===== src/rtl/immenc.sv =====
// rtl/immenc.sv - RV32I immediate encoder with two-stage valid/ready pipeline
//
// Purpose: range-checks an immediate for a given kind and scatters it into
// the RV32I field positions of an instruction template.
// Ports:
//   clk, rst            clock, synchronous active-high reset
//   in_valid/in_ready   request handshake
//   in_base/kind/imm    template, immediate kind (0..7), immediate value
//   out_valid/out_ready result handshake
//   out_instr/out_err   encoded instruction, not-encodable flag
//   cnt_clr             synchronous clear of both status counters
//   ok_cnt/err_cnt      saturating result counters
module immenc (
  input  logic        clk,
  input  logic        rst,
  input  logic        in_valid,
  output logic        in_ready,
  input  logic [31:0] in_base,
  input  logic [2:0]  in_kind,
  input  logic [31:0] in_imm,
  output logic        out_valid,
  input  logic        out_ready,
  output logic [31:0] out_instr,
  output logic        out_err,
  input  logic        cnt_clr,
  output logic [15:0] ok_cnt,
  output logic [15:0] err_cnt
);

  localparam logic [2:0] K_NONE  = 3'd0;
  localparam logic [2:0] K_SHAMT = 3'd1;
  localparam logic [2:0] K_I     = 3'd2;
  localparam logic [2:0] K_S     = 3'd3;
  localparam logic [2:0] K_B     = 3'd4;
  localparam logic [2:0] K_U     = 3'd5;
  localparam logic [2:0] K_J     = 3'd6;

  logic        s1_valid_q, s1_valid_d;
  logic [31:0] s1_base_q,  s1_base_d;
  logic [2:0]  s1_kind_q,  s1_kind_d;
  logic [31:0] s1_imm_q,   s1_imm_d;
  logic        s2_valid_q, s2_valid_d;
  logic [31:0] s2_instr_q, s2_instr_d;
  logic        s2_err_q,   s2_err_d;
  logic [15:0] ok_cnt_q,   ok_cnt_d;
  logic [15:0] err_cnt_q,  err_cnt_d;

  logic        s1_adv, s2_adv;
  logic        s1_err;
  logic [31:0] s1_packed;
  logic        out_hs;

  assign s2_adv   = !s2_valid_q || out_ready;
  assign s1_adv   = !s1_valid_q || s2_adv;
  assign in_ready = s1_adv && !rst;
  assign out_hs   = s2_valid_q && out_ready;

  // Signed range checks reduce to "all bits above the field's sign bit equal
  // the sign bit". B and J additionally require an even byte offset; since
  // the upper bound is the largest even value, the sign check plus imm[0]==0
  // gives exactly -4096..4094 and -1048576..1048574.
  always_comb begin
    s1_err = 1'b0;
    case (s1_kind_q)
      K_NONE:  s1_err = 1'b0;
      K_SHAMT: s1_err = |s1_imm_q[31:5];
      K_I,
      K_S:     s1_err = !(&s1_imm_q[31:11] || ~|s1_imm_q[31:11]);
      K_B:     s1_err = !(&s1_imm_q[31:12] || ~|s1_imm_q[31:12]) || s1_imm_q[0];
      K_U:     s1_err = |s1_imm_q[11:0];
      K_J:     s1_err = !(&s1_imm_q[31:20] || ~|s1_imm_q[31:20]) || s1_imm_q[0];
      default: s1_err = 1'b1;
    endcase
  end

  always_comb begin
    s1_packed = s1_base_q;
    if (!s1_err) begin
      case (s1_kind_q)
        K_SHAMT: s1_packed[24:20] = s1_imm_q[4:0];
        K_I:     s1_packed[31:20] = s1_imm_q[11:0];
        K_S: begin
          s1_packed[31:25] = s1_imm_q[11:5];
          s1_packed[11:7]  = s1_imm_q[4:0];
        end
        K_B: begin
          s1_packed[31]    = s1_imm_q[12];
          s1_packed[30:25] = s1_imm_q[10:5];
          s1_packed[11:8]  = s1_imm_q[4:1];
          s1_packed[7]     = s1_imm_q[11];
        end
        K_U:     s1_packed[31:12] = s1_imm_q[31:12];
        K_J: begin
          s1_packed[31]    = s1_imm_q[20];
          s1_packed[30:21] = s1_imm_q[10:1];
          s1_packed[20]    = s1_imm_q[11];
          s1_packed[19:12] = s1_imm_q[19:12];
        end
        default: s1_packed = s1_base_q;
      endcase
    end
  end

  // Stage registers only load when their stage advances, so a stalled item
  // stays bit-stable while valid.
  always_comb begin
    s1_valid_d = s1_valid_q;
    s1_base_d  = s1_base_q;
    s1_kind_d  = s1_kind_q;
    s1_imm_d   = s1_imm_q;
    s2_valid_d = s2_valid_q;
    s2_instr_d = s2_instr_q;
    s2_err_d   = s2_err_q;
    ok_cnt_d   = ok_cnt_q;
    err_cnt_d  = err_cnt_q;

    if (s1_adv) begin
      s1_valid_d = in_valid;
      if (in_valid) begin
        s1_base_d = in_base;
        s1_kind_d = in_kind;
        s1_imm_d  = in_imm;
      end
    end

    if (s2_adv) begin
      s2_valid_d = s1_valid_q;
      if (s1_valid_q) begin
        s2_instr_d = s1_packed;
        s2_err_d   = s1_err;
      end
    end

    if (cnt_clr) begin
      ok_cnt_d  = 16'd0;
      err_cnt_d = 16'd0;
    end else if (out_hs) begin
      if (!s2_err_q && ok_cnt_q != 16'hFFFF)
        ok_cnt_d = ok_cnt_q + 16'd1;
      if (s2_err_q && err_cnt_q != 16'hFFFF)
        err_cnt_d = err_cnt_q + 16'd1;
    end
  end

  always_ff @(posedge clk) begin
    if (rst) begin
      s1_valid_q <= 1'b0;
      s1_base_q  <= 32'd0;
      s1_kind_q  <= 3'd0;
      s1_imm_q   <= 32'd0;
      s2_valid_q <= 1'b0;
      s2_instr_q <= 32'd0;
      s2_err_q   <= 1'b0;
      ok_cnt_q   <= 16'd0;
      err_cnt_q  <= 16'd0;
    end else begin
      s1_valid_q <= s1_valid_d;
      s1_base_q  <= s1_base_d;
      s1_kind_q  <= s1_kind_d;
      s1_imm_q   <= s1_imm_d;
      s2_valid_q <= s2_valid_d;
      s2_instr_q <= s2_instr_d;
      s2_err_q   <= s2_err_d;
      ok_cnt_q   <= ok_cnt_d;
      err_cnt_q  <= err_cnt_d;
    end
  end

  assign out_valid = s2_valid_q;
  assign out_instr = s2_instr_q;
  assign out_err   = s2_err_q;
  assign ok_cnt    = ok_cnt_q;
  assign err_cnt   = err_cnt_q;

endmodule


===== config.mk =====
export PLATFORM = sky130hd
export DESIGN_NAME = immenc
export DESIGN_NICKNAME = d
export VERILOG_FILES = /design/src/rtl/immenc.sv
export SDC_FILE = /design/constraint.sdc
export NUM_CORES = 1
export LEC_CHECK = 0
export CORE_UTILIZATION = 40
export DETAILED_ROUTE_END_ITERATION = 16
export MAX_ROUTING_LAYER = met4
export PLACE_DENSITY = 0.69
export REMOVE_ABC_BUFFERS = 1
export SYNTH_ARGS = -nofsm -noshare
export SYNTH_HDL_FRONTEND = slang
export SYNTH_SLANG_ARGS = --single-unit

===== constraint.sdc =====
create_clock -name clk -period 2.1 [get_ports clk]
set_input_delay 0.525 -clock clk [delete_from_list [all_inputs] [get_ports clk]]
set_output_delay 0.525 -clock clk [all_outputs]
set_load 0.02 [all_outputs]

; ---- Word-level counts from Yosys, hierarchy flattened
; Index checks and enable logic that the tools add are counted.
[op_classes]
n_eq_ne = 8
mux = 6
n_reduce_logical = 38
n_addsub = 2
[op_table]
columns = cell, count
row1 = "adder 16 x 1 -> 16 bit, second input constant", 2
row2 = two-way mux 32 bit, 1
row3 = "inequality test 16 bit, second input constant", 2
row4 = one-hot mux 7 bit (4 select lines), 1
row5 = OR reduction 27 bit, 1
row6 = OR reduction 12 bit, 2
row7 = AND reduction 21 bit, 1
row8 = OR reduction 21 bit, 1
row9 = AND reduction 20 bit, 1
row10 = OR reduction 20 bit, 1
row11 = one-hot mux 5 bit (3 select lines), 1
row12 = AND reduction 12 bit, 1
row13 = zero test 1 bit, 10
row14 = one-hot mux 5 bit (2 select lines), 1
row15 = "equality test 3 bit, second input constant", 3
row16 = two-way mux 8 bit, 1
row17 = AND reduction 2 bit, 4
row18 = OR reduction 2 bit, 4
row19 = logical OR 1 bit, 7
row20 = "equality test 3 x 2 -> 1 bit, second input constant", 2
row21 = one-hot mux 1 bit (6 select lines), 1
row22 = logical AND 1 bit, 4
row23 = "equality test 3 x 1 -> 1 bit, second input constant", 1
row24 = zero test 3 bit, 1
[totals]
input_bits = 72
out_inout_bits = 67
register_bits = 134

; ---- Depth between registers and ports, before layout
[logic_depth]
word_depth = 7
mapped_depth = 9
ltp_nobuf = 6

; ---- Worst setup path before layout
; No wires, ideal clock.
[synth_path]
kind = register -> register
from = register s1_imm_q[8]
to = register s2_instr_q[18], in the netlist out_instr[18]
setup_slack_ns = -0.066
path_buffers = 2
arrival_ns = 2.044
path_stages_with_launch = 8
period_less_slack_ns = 2.166
required_ns = 1.978
path_cell_list = dfxtp_1 or4_1 nor4_2 a31oi_1 or3_1 buf_6 buf_8 o311a_1
[synth_via]
elab_chain_len = 3
word_cells_on_any_way = 4
cone_classes = mux (2) / reduce/logical (2)
[synth_rtl]
columns = item, line
row1 = "start, declared", 41  ; logic [31:0] s1_imm_q, s1_imm_d;
row2 = "start signal, assigned", 160  ; s1_imm_q <= s1_imm_d;
row3 = OR reduction 27 bit / OR reduction 12 bit (equally long branches), "66, 70"
row4 = one-hot mux 1 bit (6 select lines) *, 64  ; case (s1_kind_q)
row5 = two-way mux 32 bit *, 78  ; if (!s1_err) begin
row6 = "end signal, assigned", 162  ; s2_instr_q <= s2_instr_d;
row7 = "end, declared", 43  ; logic [31:0] s2_instr_q, s2_instr_d;
; Every way passes the cells marked *; elsewhere a longest branch is shown, timed or not.
; A chain may end at the register's enable or synchronous reset.

; ---- Final worst setup path
[layout_path]
from = register s1_imm_q[8]
to = register s2_instr_q[17], in the netlist out_instr[17]
; Same word-level chain as after synthesis.

==> summary.md <==
| Metric | Value |
|---|---|
| CTS tree | built |
| R2R cell count | 6 |
| CTS clk-pin slew, worst paths | 0.05 ns |
| Failing checks | negative setup slack |
| Initial DRC Count | 426 |
| Clock Tree Root | clkbuf_16 |
| Ys Warns | 0 |
| Largest area contributor in the netlist | dfxtp_1 |
| PD cells | approximately 760 mW/mm² |
| Chip Width | about 120 µm |
| Drt first pass iters | 4 |
| Hold path cells | 2 |
| Status | finished with violations |
| First-pass GRT wire length | 26.2 mm |
| Core area | ~0.014 mm² |
| Critical Path Source Type | flop |
| Number of inserted diodes | 0 |
| Cells after Synth | between 700 and 800 |
| Distinct cells, synth | 48 |
| Fill count | between 1000 and 1500 |
| Placed Cells incl. Taps | around 1100 |
| WS Path Type | flop to flop |
| Routed Antenna Nets | 0 |
| Critical-path maximum fanout | 14 |
| Layout cell share with drive strength beyond 1 | between 10 and 15% |
| RSZ-0062 raised after global routing | true |
| Starting Density | a little over two fifths |
| Port-buffer cells | 138 |
| DRC | 0 |
| Max-Cap Viols | 0 |
| Gr usage total | a little under a quarter |
| Top cell type's share of synthesized area | between 40% and 50% |
| Global-route met2 utilization | a little over a third |
| DR WL/cell | around 14 µm |
| Synth Cell Area | 0.00588 mm² |
| Synth top area cells | dfxtp_1 46%, nand2_1 12%, a21oi_1 7.2%, nor2_1 5.7%, mux2i_1 3.2% |
| Hold_buf cts | 0 |
| EDFF count, synth | 0 |
| Hold WS | 0.448 ns |
| CP Capture Type | flop |
| Min Tclk post-route | between 2 and 2.5 ns |
| GRT overflow | 0 |
| Setup violators final | 26 |
| Area post-placement | 0.00797 mm² |
| Syn avg cell area | approximately 7.9 µm² |
| Number of failing hold endpoints at the final stage | 0 |
| Die H | ~120 µm |
| Die ar. | 0.0152 mm² |
| Clk_skew | 0.00905 ns |
| Final std cell area, no fill | roughly 0.0086 mm² |
| Achievable Freq | about 430 MHz |
| Worst hold path type | flop to flop |
| Synth cell count leaders | 186 x nand2_1, 134 x dfxtp_1, 90 x nor2_1 |
| Slew Viols, Final | 0 |
| Global route hottest layer | met2 |
| Seq/Total Area, Yosys | a little under half |
| Asr flop ratio synth | 0% |
| Seq cells post-synth | around 130 |
| Top FF cell, synth | dfxtp_1 |
| H-tree levels | 4 |
| Worst Path Arrival | approximately 2.6 ns |
| Worst EP required | 2.40 ns |
| Worst Setup Slack, final | -0.245 ns |
| I/O pin cnt | ~140 |
| Initial antenna violation count | 0 |
| Total CTS buffers | 17 |
| Place WS | -0.319 ns |
| Final wirelength | roughly 16 mm |
| Worst skew pair latency | roughly 0.42 ns |
| M3 GR Usage | 4.66% |
| Pin count of the biggest net entering global routing | 94 |
| Finished Layout Cells | ~1100 |
| Clock Sinks | 134 |
| Vias in the first global route | 5361 |
| Most common cell in the netlist | nand2_1 |
| Pleak | between 3 and 4 nW |
| DR vias/cell | ~5 |
| Period utilisation layout | 112% |
| Clock Tree Buf Depth | 2 |
| Area Overhead vs Synth | 46.1% |
| Nets | approximately 1000 |
| Worst vdd ir | 557 µV |
| Worst Tran Pin Value | ~0.8 ns |
| Placement Rows | between 40 and 50 |
| GPL Wtd Cong | ~0.87 |
| Via Count | around 5800 |
| Rel. slew slack | ~45% |
| GR Layer Usage met1 | a little under 30% |
| Setup_tns | -4.26 ns |
| DP Wirelength | approximately 11 mm |
-- path summary, 6_finish.rpt --
| kind | slack [ns] | start | to |
|---|---|---|---|
| worst max-delay path | -0.24 | s1_imm_q[8] | out_instr[17] |
| worst min-delay path | 0.45 | s1_base_q[3] | out_instr[3] |
| worst max register to register | -0.24 | s1_imm_q[8] | out_instr[17] |
| worst min register to register | 0.45 | s1_base_q[3] | out_instr[3] |
-- logic make-up (layout without fill, tap and decap cells) --
| family | count (synthesis) | in the layout | synth area share [%] |
|---|---|---|---|
| muxes | 19 | 19 | 3.24 |
| buffers and inverters | 54 | 251 | 3.85 |
| AOI/OAI and AO/OA | 153 | 153 | 16.6 |
| DFF | 134 | 134 | 45.6 |
| xor gates and xnor gates | 29 | 29 | 4.32 |
| and+or+nand+nor | 354 | 354 | 25.9 |
| adders and majority gates | 2 | 2 | 0.426 |
-- repair_timing --
action / 4_1_cts / 5_1_grt
resized for setup: 10 / 2
endpoints found under the setup margin: 27 / 27
buffers inserted: 2 / 0
endpoints found under the hold margin: 0 / 0
-- flip-flops by register name, summed over array words and instances, names as in the netlist --
name	cells
s1_valid_q	1
s1_imm_q	32
s1_kind_q	3
out_valid	1
s1_base_q	32
err_cnt	16
out_err	1
ok_cnt	16
out_instr	32
-- area by class of cell --
class / count / area [µm²] / share of cell area (%)
flip-flops and latches: 134 / 2680 / 31.2
inverters: 4 / 15.0 / 0.175
repair buffers: 219 / 2080 / 24.2
clock buffers: 23 / 468 / 5.45
well taps: 180 / 225 / 2.62
multi-input cells: 557 / 3020 / 35.1
clock inverters: 5 / 100 / 1.17
-- layer usage --
layer  vias up  share of wire [%]
li1       2934                  -
met1      2649                 47
met2       164                 46
met3        28                5.1
met4         0                2.1
met5         -                  0
-- where the power goes --
part / switching [mW] / internal (mW) / total, mW
Clock: 1.01 / 1.90 / 2.91
Sequential: 0.0808 / 2.65 / 2.73
Combinational: 0.431 / 0.457 / 0.888
-- cells in the final DEF, fill, tap and decap left out, drive strengths merged, types with 2 or more instances in the layout --
master	netlist	final
and4	4	4
nand2b	4	4
bufinv	0	3
xnor2	15	15
xor2	14	14
o21ai	18	18
nand3	14	14
a211oi	12	12
nor2	90	90
mux2i	19	19
o211ai	4	4
and2	2	2
ha	2	2
nor3	11	11
nor4	7	7
a21oi	84	84
or4	3	3
nand2	186	186
clkinv	0	2
clkbuf	44	24
nand4	14	14
a31oi	3	3
dfxtp	134	134
and3	7	7
o21a	2	2
buf	6	82
o311a	8	8
inv	4	4
o22ai	5	5
a2111oi	5	5
a221o	7	7
clkdlybuf4s50	0	136
nor2b	4	4
and3b	3	3
or3	3	3
-- critical path: stages, from the launching register on --
cell     delay, ns
dfxtp_1       0.31
or4_4         0.54
nor4_4        0.27
a31oi_2       0.19
or3_4         0.44
buf_12        0.15
o311a_2       0.32
-- per-stage QoR --
| stage | power [mW] | util (%) |
|---|---|---|
| 6_report | 6.53 | 60.9 |
| 3_3_place_gp | 3.65 | 56.5 |
| 2_1_floorplan | 3.17 | - |
| 3_5_place_dp | 3.66 | 56.5 |
| 4_1_cts | 6.58 | 60.9 |
| 5_1_grt | 6.79 | 60.9 |
Power figures use the tool's default switching activity.
